**config.mk**
```make
export PLATFORM = sky130hd
export DESIGN_NAME = alu_multicycle_flat
export DESIGN_NICKNAME = d
export VERILOG_FILES = /design/src/rtl/alu_multicycle_if.sv /design/src/rtl/alu_multicycle.sv /design/src/flat_wrapper.sv
export SDC_FILE = /design/constraint.sdc
export NUM_CORES = 1
export LEC_CHECK = 0
export ABC_AREA = 1
export ABC_CLOCK_PERIOD_IN_PS = 3400
export BUFFER_PORTS_ARGS = -buffer_cell sky130_fd_sc_hd__clkbuf_2
export CORE_MARGIN = 2
export CORE_UTILIZATION = 25
export DETAILED_ROUTE_END_ITERATION = 12
export GPL_TIMING_DRIVEN = 0
export REMOVE_ABC_BUFFERS = 1
export SLEW_MARGIN = 20
export SYNTH_ARGS = -nofsm -noshare
export SYNTH_HDL_FRONTEND = slang
export SYNTH_SLANG_ARGS = --single-unit
```
**constraint.sdc**
```tcl
create_clock -name clk -period 3.4 [get_ports clk]
set_input_delay 0.17 -clock clk [delete_from_list [all_inputs] [get_ports clk]]
set_output_delay 0.17 -clock clk [all_outputs]
set_load 0.03 [all_outputs]
```
**src/rtl/alu_multicycle_if.sv**
```systemverilog
// rtl/alu_multicycle_if.sv - issue/writeback handshake bundle for alu_multicycle
interface alu_multicycle_if #(
  parameter int WIDTH = 32
);
  logic             in_valid;
  logic             in_ready;
  logic [WIDTH-1:0] A;
  logic [WIDTH-1:0] B;
  logic [2:0]       opcode;
  logic             out_valid;
  logic             out_ready;
  logic [WIDTH-1:0] result;
  logic [3:0]       flags;
  logic             busy;

  // Issue stage / writeback consumer side
  modport master (
    output in_valid, A, B, opcode, out_ready,
    input  in_ready, out_valid, result, flags, busy
  );

  // ALU side
  modport slave (
    input  in_valid, A, B, opcode, out_ready,
    output in_ready, out_valid, result, flags, busy
  );
endinterface

```
**src/rtl/alu_multicycle.sv**
```systemverilog
// rtl/alu_multicycle.sv - multi-cycle chunked add/sub + logic ALU with NZCV flags (optional ALU_SAT_EN saturation)
module alu_multicycle #(
  parameter int WIDTH = 32,
  parameter int CHUNK = 8
) (
  input  logic            clk,
  input  logic            rst,
  alu_multicycle_if.slave bus
);
  localparam int N  = WIDTH / CHUNK;
  localparam int KW = (N > 1) ? $clog2(N) : 1;

  typedef enum logic [1:0] {IDLE = 2'd0, CALC = 2'd1, DONE = 2'd2} state_t;

  state_t           state_q;
  logic [WIDTH-1:0] a_q;
  logic [WIDTH-1:0] b_q;        // B already inverted for subtraction
  logic [WIDTH-1:0] result_q;
  logic [3:0]       flags_q;
  logic [KW-1:0]    k_q;
  logic             carry_q;
  logic             out_valid_q;
`ifdef ALU_SAT_EN
  logic             sat_q;
`endif

  logic [CHUNK:0]   sum_d;
  logic [WIDTH-1:0] sum_result_d;
  logic [WIDTH-1:0] final_result_d;
  logic [WIDTH-1:0] logic_result_d;
  logic [3:0]       arith_flags_d;
  logic             v_d;
  int               base_d;

  function automatic logic op_is_arith(input logic [2:0] op);
`ifdef ALU_SAT_EN
    return (op == 3'b000) || (op == 3'b001) || (op[2:1] == 2'b11);
`else
    return (op == 3'b000) || (op == 3'b001);
`endif
  endfunction

  function automatic logic op_is_sub(input logic [2:0] op);
`ifdef ALU_SAT_EN
    return (op == 3'b001) || (op == 3'b111);
`else
    return (op == 3'b001);
`endif
  endfunction

  // One CHUNK-wide carry-chain slice plus the final-slice flag/saturation view
  always_comb begin
    base_d       = int'(k_q) * CHUNK;
    sum_d        = {1'b0, a_q[base_d +: CHUNK]} + {1'b0, b_q[base_d +: CHUNK]}
                 + {{CHUNK{1'b0}}, carry_q};
    sum_result_d = result_q;
    sum_result_d[base_d +: CHUNK] = sum_d[CHUNK-1:0];
    // b_q holds ~B for sub, so one sign rule covers both directions
    v_d            = (a_q[WIDTH-1] == b_q[WIDTH-1]) && (sum_result_d[WIDTH-1] != a_q[WIDTH-1]);
    final_result_d = sum_result_d;
`ifdef ALU_SAT_EN
    if (sat_q && v_d) begin
      final_result_d = a_q[WIDTH-1] ? {1'b1, {(WIDTH-1){1'b0}}} : {1'b0, {(WIDTH-1){1'b1}}};
    end
`endif
    arith_flags_d = {final_result_d[WIDTH-1], (final_result_d == '0), sum_d[CHUNK], v_d};
  end

  // Logic/reserved ops resolve directly from the offered operands in the accept cycle
  always_comb begin
    logic_result_d = '0;
    case (bus.opcode)
      3'b010:  logic_result_d = bus.A & bus.B;
      3'b011:  logic_result_d = bus.A | bus.B;
      3'b100:  logic_result_d = bus.A ^ bus.B;
      default: logic_result_d = '0;
    endcase
  end

  // Control FSM with registered datapath and outputs
  always_ff @(posedge clk or posedge rst) begin
    if (rst) begin
      state_q     <= IDLE;
      a_q         <= '0;
      b_q         <= '0;
      result_q    <= '0;
      flags_q     <= '0;
      k_q         <= '0;
      carry_q     <= 1'b0;
      out_valid_q <= 1'b0;
`ifdef ALU_SAT_EN
      sat_q       <= 1'b0;
`endif
    end else begin
      case (state_q)
        IDLE: begin
          if (bus.in_valid) begin
            a_q     <= bus.A;
            b_q     <= op_is_sub(bus.opcode) ? ~bus.B : bus.B;
            k_q     <= '0;
            carry_q <= op_is_sub(bus.opcode);
`ifdef ALU_SAT_EN
            sat_q   <= (bus.opcode[2:1] == 2'b11);
`endif
            if (op_is_arith(bus.opcode)) begin
              result_q <= '0;
              flags_q  <= '0;
              state_q  <= CALC;
            end else begin
              result_q <= logic_result_d;
              flags_q  <= {logic_result_d[WIDTH-1], (logic_result_d == '0), 2'b00};
              state_q  <= DONE;
            end
          end
        end
        CALC: begin
          carry_q <= sum_d[CHUNK];
          if (k_q == KW'(N - 1)) begin
            result_q    <= final_result_d;
            flags_q     <= arith_flags_d;
            out_valid_q <= 1'b1;
            state_q     <= DONE;
          end else begin
            result_q <= sum_result_d;
            k_q      <= k_q + 1'b1;
          end
        end
        DONE: begin
          // Logic ops arrive here at accept; valid is raised one cycle later
          if (!out_valid_q) begin
            out_valid_q <= 1'b1;
          end else if (bus.out_ready) begin
            out_valid_q <= 1'b0;
            state_q     <= IDLE;
          end
        end
        default: state_q <= IDLE;
      endcase
    end
  end

  assign bus.in_ready  = (state_q == IDLE);
  assign bus.busy      = (state_q != IDLE);
  assign bus.out_valid = out_valid_q;
  assign bus.result    = result_q;
  assign bus.flags     = flags_q;
endmodule

```
**src/flat_wrapper.sv**
```systemverilog
// flat-port wrapper written by rule: the top's interface ports become plain ports
module alu_multicycle_flat 
#(
  parameter int WIDTH = 32,
  parameter int CHUNK = 8
)
  (clk, rst, bus_in_valid, bus_A, bus_B, bus_opcode, bus_out_ready, bus_in_ready, bus_out_valid, bus_result, bus_flags, bus_busy);
  alu_multicycle_if #(.WIDTH(WIDTH)) bus_i ();
  input  logic clk;
  input  logic rst;
  input wire logic [$bits(bus_i.in_valid)-1:0] bus_in_valid;
  input wire logic [$bits(bus_i.A)-1:0] bus_A;
  input wire logic [$bits(bus_i.B)-1:0] bus_B;
  input wire logic [$bits(bus_i.opcode)-1:0] bus_opcode;
  input wire logic [$bits(bus_i.out_ready)-1:0] bus_out_ready;
  output wire logic [$bits(bus_i.in_ready)-1:0] bus_in_ready;
  output wire logic [$bits(bus_i.out_valid)-1:0] bus_out_valid;
  output wire logic [$bits(bus_i.result)-1:0] bus_result;
  output wire logic [$bits(bus_i.flags)-1:0] bus_flags;
  output wire logic [$bits(bus_i.busy)-1:0] bus_busy;
  assign bus_i.in_valid = bus_in_valid;
  assign bus_i.A = bus_A;
  assign bus_i.B = bus_B;
  assign bus_i.opcode = bus_opcode;
  assign bus_i.out_ready = bus_out_ready;
  assign bus_in_ready = bus_i.in_ready;
  assign bus_out_valid = bus_i.out_valid;
  assign bus_result = bus_i.result;
  assign bus_flags = bus_i.flags;
  assign bus_busy = bus_i.busy;
  alu_multicycle #(.WIDTH(WIDTH), .CHUNK(CHUNK)) u_core (.clk(clk), .rst(rst), .bus(bus_i));
endmodule
```
==> results by group, run 1 <==
Clock network
  • H-tree depth: 3
  • Max clock buf depth: 2
  • TritonCTS Buffers: 9
  • TritonCTS clock tree: yes
  • Later-pin clock latency in the skew report: 0.36 ns
  • Clock transition at the registers of the reported paths: 0.07 ns
  • CTS Sinks: 106
  • CTS root buffer: clkbuf_16

STA
  • Min Tclk post-route: 3.168 ns
  • Final Setup Violations: 0
  • Slew headroom: 38.90%
  • Fmax: 315.7 MHz
  • Setup ws final: 0.2323 ns
  • RSZ-0062 raised after global routing: no
  • Slew at the pin closest to its max-slew limit: 0.9155 ns
  • Final hold violation count: 0
  • Clock skew: 0.01327 ns
  • Final Cycle Share: 93.17%
  • Worst hold margin: 0.07858 ns
  • Count of pins over their slew limit: 0

Setup path
  • Critical Path Source Type: flip-flop
  • Worst EP required: 3.69 ns
  • Crit-path cells: inv_6 -> nor2_1 -> o22ai_1 -> fa_2 -> fa_2 -> nand3_1 -> nor2_1 -> nor2_1 -> nand2_1 -> nor2_1 -> nand2_1 -> nor2_1 -> nand2_1 -> nor2_1 -> nand2_1 -> nor2_1 -> nand3_1 -> a21oi_2
  • Cell repeated most along the worst path: nor2_1
  • Crit path max fanout: 36
  • Crit path largest cell delay: 0.53 ns
  • Crit Path Category: reg -> reg
  • Worst Path Arrival: 3.46 ns
  • Critical-path top delay cell: dfrtp_4
  • CP endpoint kind: flip-flop

Detailed routing
  • DRC Markers: 0
  • First DRT Iteration DRCs: 507
  • ANT nets after route: 0
  • Drt wl/cell: 16.48 um
  • First drt pass iteration count: 5
  • Via-to-Cell Ratio: 4.709
  • Final wirelength: 24,650 um
  • Via count: 7,040

Logic synthesis
  • Post-Synthesis Cell Area: 7543 um^2
  • EDFF count, synth: 0
  • Async set or reset register ratio after synthesis: 100.0%
  • Post-Synthesis Cells: 1,013
  • Warnings from Yosys: 0
  • Flops & latches, synth: 106
  • Unique masters post-synth: 33
  • Register area share after synthesis: 35.16%
  • Syn_area_per_cell: 7.447 um^2
  • Most used flip-flop cell after synthesis: dfrtp_1

Cells and area
  • Final Util: 29.88%
  • Nets@finish: 1,250
  • Syn-to-layout area delta: 17.38%
  • Diodes inserted: 0
  • Design area: 8855 um^2
  • Most frequent cells in the layout: nand2_1 (270), o21ai_0 (127), inv_1 (111)
  • Most common cell after layout, fill and taps aside: nand2_1
  • Fraction of layout cells with a size suffix above 1: 14.21%
  • Final cell count without fillers: 1,495

Power and ir drop
  • Maximum vdd drop: 0.3491 mV
  • PD cells: 911.4 nW/um^2
  • Leakage power: 0.004495 uW

GRT
  • Global-route wire length before repair: 37,460 um
  • Number of global-route vias before repair: 6,746
  • Grt ovf: 0
  • GRT Total Usage: 15.44%
  • Antenna violations before repair: 0
  • Largest net degree at the start of global routing: 137

Floorplanning
  • Die area: 31,580 um^2
  • Die height: 177.7 um
  • Io pins: 110
  • Die Wd: 177.7 um
  • Initial core utilization: 25.45%
  • Row count: 63
  • Total core area: 29,640 um^2

Flow run
  • Max-Cap Viols: 0

Placement
  • Area post-placement: 8453 um^2
  • Gp weighted congestion: 0.8956
  • DP HPWL: 17,880 um
  • Pre-CTS WS: -0.7949 ns
  • Placed cells: 1,470
  • IO buf count: 109

Status
  • Status: finished clean

Min path
  • Hold crit path type: in -> reg
==> flip-flops by register name, indices dropped and copies added, names as in the netlist <==
name / cells
u_core.a_q: 32
u_core.b_q: 32
u_core.bus.result: 32
u_core.bus.flags: 4
u_core.k_q: 2
u_core.state_q: 2
u_core.bus.out_valid: 1
u_core.carry_q: 1
==> path summary, 6_finish.rpt <==
kind                                            start                                end  slack (ns)  depth (start not counted)
setup / recovery            u_core.k_q[0]$_DFFE_PP0P_    u_core.bus.flags[2]$_DFFE_PP0P_        0.23                         18
hold / removal                               bus_A[3]          u_core.a_q[3]$_DFFE_PP0P_        0.08                          3
setup reg to reg            u_core.k_q[0]$_DFFE_PP0P_    u_core.bus.flags[2]$_DFFE_PP0P_        0.23                         18
hold reg to reg            u_core.b_q[11]$_DFFE_PP0P_         u_core.b_q[11]$_DFFE_PP0P_        0.48                          2
max in group asynchronous                         rst         u_core.b_q[13]$_DFFE_PP0P_        2.33                          4
min in group asynchronous                         rst  u_core.bus.result[26]$_DFFE_PP0P_        0.42                          3
==> kinds of logic (layout without fill, tap and decap cells) <==
family                     Yosys count  after routing  synth area share (%)
xor gates and xnor gates            32             32                 3.715
AOI/OAI and AO/OA                  225            225                 17.32
DFF                                106            106                 35.16
buffers and inverters              163            254                 8.874
and+or+nand+nor                    408            409                 21.63
adders and majority gates           79             79                 13.30
==> worst max-delay path: cells and delay by family, from the launching register on <==
| kind | cells | cell delay [ns] |
|---|---|---|
| AND/OR/NAND/NOR | 13 | 1.14 |
| adder cells (fa/ha/maj) | 2 | 0.79 |
| flip-flops | 1 | 0.53 |
| AO/OA/AOI/OAI | 2 | 0.36 |
| buffers and inverters | 1 | 0.26 |
==> through the flow <==
stage,total power [uW],setup TNS (ns)
5_1_grt,8739,0
2_1_floorplan,5344,-3.829
4_1_cts,7957,0
6_report,8070,0
3_3_place_gp,6725,-159.51
3_5_place_dp,6811,-7.781
==> Yosys cell counts (all sizes together) (4+ instances only) <==
cell | number | area, um^2
nand2 | 273 | 1027
o21ai | 133 | 665.6
inv | 118 | 442.9
dfrtp | 106 | 2653
nor2 | 89 | 344.1
ha | 77 | 963.4
xor2 | 32 | 280.3
nand3 | 30 | 160.2
o211ai | 30 | 225.2
buf | 23 | 143.9
clkbuf | 22 | 82.58
a21oi | 19 | 98.85
o22ai | 17 | 106.4
a22oi | 14 | 105.1
nand4 | 14 | 87.58
o221ai | 4 | 35.03
==> per-layer routing <==
| metal | vias up | part of all wire, % | GRT usage, % |
|---|---|---|---|
| met5 | - | 0 | 0 |
| met4 | 0 | 1.9 | 3.449 |
| met3 | 22 | 7.0 | 3.835 |
| met2 | 220 | 46 | 25.26 |
| met1 | 3305 | 45 | 20.50 |
| li1 | 3493 | - | - |
==> cell type report <==
type / count / area (um^2)
clock inverters: 4 / 51.30
multi-input cells: 745 / 4269
flip-flops and latches: 106 / 2660
fillers: 3273 / 20780
clock buffers: 12 / 246.5
repair buffers: 120 / 683.2
well taps: 390 / 488.0
inverters: 118 / 456.7
==> timing repair <==
item,in CTS,in global routing
cloned,0,1
hold buffers,1,0
endpoints found under the hold margin,52,0
resized for setup,5,6
setup endpoints to repair,26,14
pin swaps,0,1
setup buffers,3,4
==> report_power, final <==
group	internal, uW	switching, uW	total, uW
Combinational	1480	3260	4740
Sequential	1860	392	2250
Clock	593	492	1090
Total	3930	4140	8070
No activity file was read; power rests on OpenSTA's default activity.
==> run 2, diff against run 1 <==
--- a/config.mk
+++ b/config.mk
@@ -9,9 +9,8 @@
 export ABC_CLOCK_PERIOD_IN_PS = 3400
 export BUFFER_PORTS_ARGS = -buffer_cell sky130_fd_sc_hd__clkbuf_2
 export CORE_MARGIN = 2
-export CORE_UTILIZATION = 25
+export CORE_UTILIZATION = 30
 export DETAILED_ROUTE_END_ITERATION = 12
-export GPL_TIMING_DRIVEN = 0
 export REMOVE_ABC_BUFFERS = 1
 export SLEW_MARGIN = 20
 export SYNTH_ARGS = -nofsm -noshare
==> run 2 against run 1 <==
  * Fmax grew 2.1%
  * Worst hold slack lost 0.0016 ns
  * Clock power grew 6%
  * Die area shrank 16%
  * Combinational power shrank 3%
  * Sequential power grew 3%
  * Utilization grew 5.3 points
  * Final area shrank 0.88%
  * Routed wire length shrank 2.7%
  * Cell count shrank 3.5%
  * Register-to-register slack gained 0.06 ns
  * Non-clock buffer count grew 9
  * Critical endpoint unchanged
  * Largest power group unchanged
  * Highest routed layer unchanged
==> results by group, run 2 (synthesis results as in run 1) <==
Status
  • Status: finished clean

Setup path
  • Worst EP required: 3.69 ns (about the same)
  • CP endpoint kind: flip-flop
  • Crit Path Category: reg -> reg
  • Critical Path Source Type: flip-flop
  • FF-to-FF End: u_core.bus.flags[2]$_DFFE_PP0P_
  • Worst Path Arrival: 3.40 ns (-0.06 ns)
  • Crit path max fanout: 18 (-50%)
  • R2R cell count: 16 (-2)
  • Reg2reg start: u_core.k_q[0]$_DFFE_PP0P_
  • R2R Setup Slk: 0.30 ns (+0.06 ns)

STA
  • Final hold violation count: 0 (unchanged)
  • Post-Route Setup TNS: 0 ns (unchanged)
  • Min Tclk post-route: 3.104 ns (-0.06415 ns)
  • Slew headroom: 51.72% (+13 points)
  • RSZ-0062 raised after global routing: no
  • Slew at the pin closest to its max-slew limit: 0.7241 ns (-0.1914 ns)
  • Final Cycle Share: 91.28% (-1.9 points)
  • Count of pins over their slew limit: 0 (unchanged)
  • Clock skew: 0.01255 ns (-0.0007139 ns)
  • Final Setup Violations: 0 (unchanged)
  • Fmax: 322.2 MHz (+2.1%)

Floorplanning
  • Total core area: 24,960 um^2 (-16%)
  • Die Wd: 162.6 um (-8.5%)
  • Die area: 26,430 um^2 (-16%)
  • Row count: 58 (-7.9%)
  • Initial core utilization: 30.22% (+4.8 points)
  • Io pins: 110 (unchanged)
  • Die height: 162.6 um (-8.5%)

Detailed routing
  • First DRT Iteration DRCs: 517 (+2.0%)
  • Met3 wire length: 1326 um (-23%)
  • ANT nets after route: 0 (unchanged)
  • Drt wl/cell: 16.63 um (+0.85%)
  • Via count: 7,098 (+0.82%)
  • DRC Markers: 0 (unchanged)
  • Metal-1 WL: 11,290 um (+1.1%)
  • Via-to-Cell Ratio: 4.919 (+4.5%)
  • Met2 WL: 10,920 um (-3.4%)
  • Final wirelength: 23,990 um (-2.7%)
  • First drt pass iteration count: 5 (unchanged)
  • Max layer used: met4

Cells and area
  • Syn-to-layout area delta: 16.35%
  • Nets@finish: 1,258 (+0.64%)
  • Final Util: 35.16% (+5.3 points)
  • Fraction of layout cells with a size suffix above 1: 14.29% (+0.078 points)
  • FILL cells: 2,716 (-17%)
  • Most common cell after layout, fill and taps aside: nand2_1
  • Most frequent cells in the layout: nand2_1 (271), o21ai_0 (126), inv_1 (112)
  • Design area: 8777 um^2 (-0.88%)
  • Diodes inserted: 0 (unchanged)

Clock network
  • Clock transition at the registers of the reported paths: 0.08 ns (about the same)
  • CTS Sinks: 106 (unchanged)
  • CTS root buffer: clkbuf_16
  • TritonCTS Buffers: 9 (unchanged)
  • TritonCTS clock tree: yes
  • Max clock buf depth: 2 (unchanged)
  • H-tree depth: 3 (unchanged)
  • Later-pin clock latency in the skew report: 0.36 ns (about the same)

GRT
  • Number of global-route vias before repair: 6,987 (+3.6%)
  • GRT Total Usage: 18.74% (+3.3 points)
  • Largest net degree at the start of global routing: 57 (-58%)
  • Global-route wire length before repair: 38,470 um (+2.7%)
  • Grt ovf: 0 (unchanged)
  • Antenna violations before repair: 0 (unchanged)

Min path
  • Hold endpoint: u_core.a_q[22]$_DFFE_PP0P_
  • Hold Crit Depth: 3 (unchanged)
  • Hold crit path type: in -> reg
  • Hold Crit Start: bus_A[22]

Placement
  • DP HPWL: 18,290 um (+2.3%)
  • Gp weighted congestion: 0.9059 (+1.2%)
  • IO buf count: 109 (unchanged)
  • Area post-placement: 8441 um^2 (-0.15%)

Flow run
  • Max-Cap Viols: 0 (unchanged)

Power and ir drop
  • Maximum vdd drop: 0.3378 mV (-3.3%)
  • Leakage power: 0.004532 uW (+0.84%)
  • PD cells: 919.1 nW/um^2 (+0.85%)
[run 2: worst max-delay path, cell delays in order, from the launching register on]
cell     delay [ns]
dfrtp_1        0.44
buf_4          0.22
nor2_1         0.12
o22ai_1        0.10
fa_1           0.50
fa_1           0.44
nand2_1        0.15
nand2_1        0.09
nand3_1        0.09
nand3_1        0.12
nand4_1        0.18
nor2_1         0.07
nor2_1         0.09
nand3_1        0.07
nor2_1         0.13
nand3_1        0.10
a21oi_2        0.12
[run 2: what timing repair did]
action	4_1_cts	5_1_grt
resized for setup	0	2
endpoints found under the hold margin	54	0
setup buffers	0	0
setup endpoints to repair	0	1
hold buffers	1	0
[run 2: report_power, final]
| part | switching, uW | total, uW | internal (uW) |
|---|---|---|---|
| combinational | 3160 | 4590 | 1430 |
| clock | 507 | 1160 | 652 |
| sequential | 462 | 2310 | 1850 |
[run 2: worst max-delay path by stage]
stage	to	depth (start not counted)	start
detailed placement	u_core.bus.flags[2]$_DFFE_PP0P_	16	u_core.k_q[0]$_DFFE_PP0P_
finish	u_core.bus.flags[2]$_DFFE_PP0P_	16	u_core.k_q[0]$_DFFE_PP0P_
global route	u_core.bus.flags[2]$_DFFE_PP0P_	18	u_core.k_q[0]$_DFFE_PP0P_
floorplan	u_core.bus.flags[2]$_DFFE_PP0P_	16	u_core.k_q[0]$_DFFE_PP0P_
global placement	u_core.bus.flags[2]$_DFFE_PP0P_	18	u_core.k_q[0]$_DFFE_PP0P_
CTS	u_core.bus.flags[2]$_DFFE_PP0P_	16	u_core.k_q[0]$_DFFE_PP0P_
[run 2: through the flow]
step	total power (uW)	cells	hold slack, ns	worst slack [ns]
2_1_floorplan	5344	968	0.3294	-0.5194
6_report	8067	1443	0.07694	0.2965
3_3_place_gp	6823	1426	0.3299	0.4128
3_5_place_dp	6864	1426	0.3346	0.3356
4_1_cts	8051	1443	0.07327	0.3127
5_1_grt	8823	1443	0.08996	0.01680
[run 2: area by class of cell]
class | count | area [um^2] | share of cell area (%)
well taps | 330 | 412.9 | 4.704
clock buffers | 9 | 225.2 | 2.566
inverters | 118 | 445.4 | 5.075
clock inverters | 7 | 101.3 | 1.155
flip-flops and latches | 106 | 2653 | 30.22
multi-input cells | 744 | 4229 | 48.18
repair buffers | 129 | 710.7 | 8.097
[run 2: layer usage]
layer | track usage, % | vias up
met5 | 0 | -
met4 | 4.867 | 0
met3 | 3.387 | 28
met2 | 29.98 | 213
met1 | 26.16 | 3356
li1 | - | 3501
==> run 3, diff against run 2 <==
--- a/config.mk
+++ b/config.mk
@@ -6,7 +6,7 @@
 export NUM_CORES = 1
 export LEC_CHECK = 0
 export ABC_AREA = 1
-export ABC_CLOCK_PERIOD_IN_PS = 3400
+export ABC_CLOCK_PERIOD_IN_PS = 3750
 export BUFFER_PORTS_ARGS = -buffer_cell sky130_fd_sc_hd__clkbuf_2
 export CORE_MARGIN = 2
 export CORE_UTILIZATION = 30
==> constraint.sdc (replaced) <==
create_clock -name clk -period 3.75 [get_ports clk]
set_input_delay 0.1875 -clock clk [delete_from_list [all_inputs] [get_ports clk]]
set_output_delay 0.1875 -clock clk [all_outputs]
set_load 0.03 [all_outputs]
==> run 3 against run 2 <==
  * Clock power is 9% lower
  * Routed wire length fell by 2.0%
  * Non-clock buffer count decreased by 5
  * Worst setup slack gained 0.35 ns
  * Highest routed layer unchanged
==> results by group, run 3 (synthesis results as in run 1) <==
STA
  • Clock skew: 0.01329 ns (+0.0007384 ns)
  • Final Setup Violations: 0 (unchanged)
  • Post-Route Setup TNS: 0 ns (unchanged)
  • Slew headroom: 27.48% (-24 points)
  • Fmax: 322.2 MHz (about the same)
  • Count of pins over their slew limit: 0 (unchanged)
  • Min Tclk post-route: 3.104 ns (+0.0005690 ns)
  • RSZ-0062 raised after global routing: no
  • Final hold violation count: 0 (unchanged)
  • Final Cycle Share: 82.78% (-8.5 points)
  • Slew at the pin closest to its max-slew limit: 1.084 ns (+0.3598 ns)

Power and ir drop
  • Leakage power: 0.004506 uW (-0.58%)
  • PD cells: 831.1 nW/um^2 (-9.6%)
  • Maximum vdd drop: 0.3564 mV (+5.5%)

Placement
  • IO buf count: 109 (unchanged)
  • DP HPWL: 18,000 um (-1.6%)
  • Area post-placement: 8391 um^2 (-0.59%)
  • Gp weighted congestion: 0.9448 (+4.3%)

GRT
  • Busiest grt layer: met2
  • Number of global-route vias before repair: 6,809 (-2.5%)
  • Global-route wire length before repair: 37,090 um (-3.6%)
  • GRT Total Usage: 18.04% (-0.71 points)
  • Met1 Usage GRT: 24.94% (-1.2 points)
  • Largest net degree at the start of global routing: 80 (+40%)
  • Antenna violations before repair: 0 (unchanged)
  • Routing usage on met3: 3.616% (+0.23 points)
  • Grt ovf: 0 (unchanged)
  • GR Layer Usage met2: 27.97% (-2.0 points)

Cells and area
  • Nets@finish: 1,253 (-0.40%)
  • Final Util: 34.96% (-0.20 points)
  • Fraction of layout cells with a size suffix above 1: 13.81% (-0.48 points)
  • Most frequent cells in the layout: nand2_1 (271), o21ai_0 (127), inv_1 (113)
  • Design area: 8727 um^2 (-0.57%)
  • Most common cell after layout, fill and taps aside: nand2_1
  • Diodes inserted: 0 (unchanged)
  • FILL cells: 2,716 (unchanged)
  • Syn-to-layout area delta: 15.69%

Floorplanning
  • Row count: 58 (unchanged)
  • Die area: 26,430 um^2 (unchanged)
  • Die height: 162.6 um (unchanged)
  • Total core area: 24,960 um^2 (unchanged)
  • Initial core utilization: 30.22% (unchanged)
  • Die Wd: 162.6 um (unchanged)
  • Io pins: 110 (unchanged)

Detailed routing
  • First DRT Iteration DRCs: 574 (+11%)
  • Drt wl/cell: 16.34 um (-1.7%)
  • Via-to-Cell Ratio: 4.899 (-0.40%)
  • ANT nets after route: 0 (unchanged)
  • Final wirelength: 23,500 um (-2.0%)
  • DRC Markers: 0 (unchanged)
  • Via count: 7,045 (-0.75%)
  • First drt pass iteration count: 5 (unchanged)

Setup path
  • Cell repeated most along the worst path: nand3_1
  • CP endpoint kind: flip-flop
  • Critical-path top delay cell: fa_1
  • Worst Path Arrival: 3.40 ns (about the same)
  • Crit path max fanout: 20 (+2)
  • Worst EP required: 4.05 ns (+0.36 ns)
  • R2R cell count: 16 (unchanged)
  • Crit path largest cell delay: 0.49 ns (about the same)
  • Critical Path Source Type: flip-flop
  • Crit-path cells: buf_4 -> o21ai_0 -> o22ai_1 -> fa_1 -> fa_1 -> nand2_1 -> nand2_1 -> nand3_1 -> nand3_1 -> nand4_1 -> nor2_1 -> nor2_1 -> nand3_1 -> nor2_1 -> nand3_1 -> a21oi_2
  • Crit Path Category: reg -> reg

Status
  • Status: finished clean

Clock network
  • H-tree depth: 3 (unchanged)
  • # resized after CTS: 0 (unchanged)
  • TritonCTS clock tree: yes
  • Max clock buf depth: 2 (unchanged)
  • TritonCTS Buffers: 9 (unchanged)
  • Clock transition at the registers of the reported paths: 0.08 ns (about the same)
  • CTS Sinks: 106 (unchanged)
  • Later-pin clock latency in the skew report: 0.37 ns (about the same)
  • CTS root buffer: clkbuf_16

Flow run
  • Max-Cap Viols: 0 (unchanged)

Min path
  • Hold Crit Depth: 3 (unchanged)
  • Hold crit path type: in -> reg
==> run 3: cell count changes in the layout (fill, tap and decap cells not counted) <==
| cell | delta |
|---|---|
| inv_1 | +1 |
| inv_2 | -1 |
| buf_12 | -1 |
| o21ai_0 | +1 |
| clkinv_4 | -1 |
| inv_6 | +1 |
| o21ai_1 | -1 |
| buf_4 | -4 |
==> run 3: worst max-delay path, delay by kind of cell (launching register included) <==
kind,cells,cell delay (ns)
AND/OR/NAND/NOR,10,1.09
adder cells (fa/ha/maj),2,0.93
flip-flops,1,0.40
AO/OA/AOI/OAI,3,0.40
buffers and inverters,1,0.21
==> run 3: metal layers <==
metal,up-vias,share of wire (%),wire [um]
met5,-,0,0
met4,0,2.8,648
met2,212,44,10350
li1,3501,-,-
met3,38,6.0,1412
met1,3294,47,11090
==> run 3: layout make-up <==
type	instances	area [um^2]	area share, %
Clock buffer	9	225.2	2.581
Clock inverter	7	101.3	1.161
Inverter	118	445.4	5.104
Multi-Input combinational cell	744	4229	48.46
Sequential cell	106	2653	30.39
Tap cell	330	412.9	4.731
Timing Repair Buffer	124	660.6	7.570
==> run 3: path summary, 6_finish.rpt <==
check | from | endpoint | slack [ns]
min | bus_A[2] | u_core.a_q[2]$_DFFE_PP0P_ | 0.10
max reg2reg | u_core.k_q[0]$_DFFE_PP0P_ | u_core.bus.flags[2]$_DFFE_PP0P_ | 0.65
max | u_core.k_q[0]$_DFFE_PP0P_ | u_core.bus.flags[2]$_DFFE_PP0P_ | 0.65
min reg2reg | u_core.a_q[20]$_DFFE_PP0P_ | u_core.a_q[20]$_DFFE_PP0P_ | 0.48
min in group asynchronous | rst | u_core.bus.result[23]$_DFFE_PP0P_ | 0.47
max in group asynchronous | rst | u_core.a_q[17]$_DFFE_PP0P_ | 2.43
==> run 3: stage by stage <==
stage                     power (uW)  hold slack [ns]  std cells  worst slack (ns)
after global placement          6135           0.3256       1421            0.7514
final                           7253           0.1010       1438            0.6459
after floorplan                 4845           0.3469        968           -0.1694
after global routing            7923           0.1099       1438            0.4018
after CTS                       7239          0.09186       1438            0.6754
after detailed placement        6169           0.3220       1421            0.6969
==> run 3: repair_timing <==
| action | in CTS | in global routing |
|---|---|---|
| hold buffers | 1 | 0 |
| endpoints found under the hold margin | 47 | 0 |
| buffers inserted | 0 | 0 |
==> run 3: power breakdown <==
part           leakage [uW]  switching [uW]  total, uW  internal [uW]
sequential          0.00134             410       2090           1680
combinational       0.00300            2830       4110           1280
clock              0.000158             460       1050            593
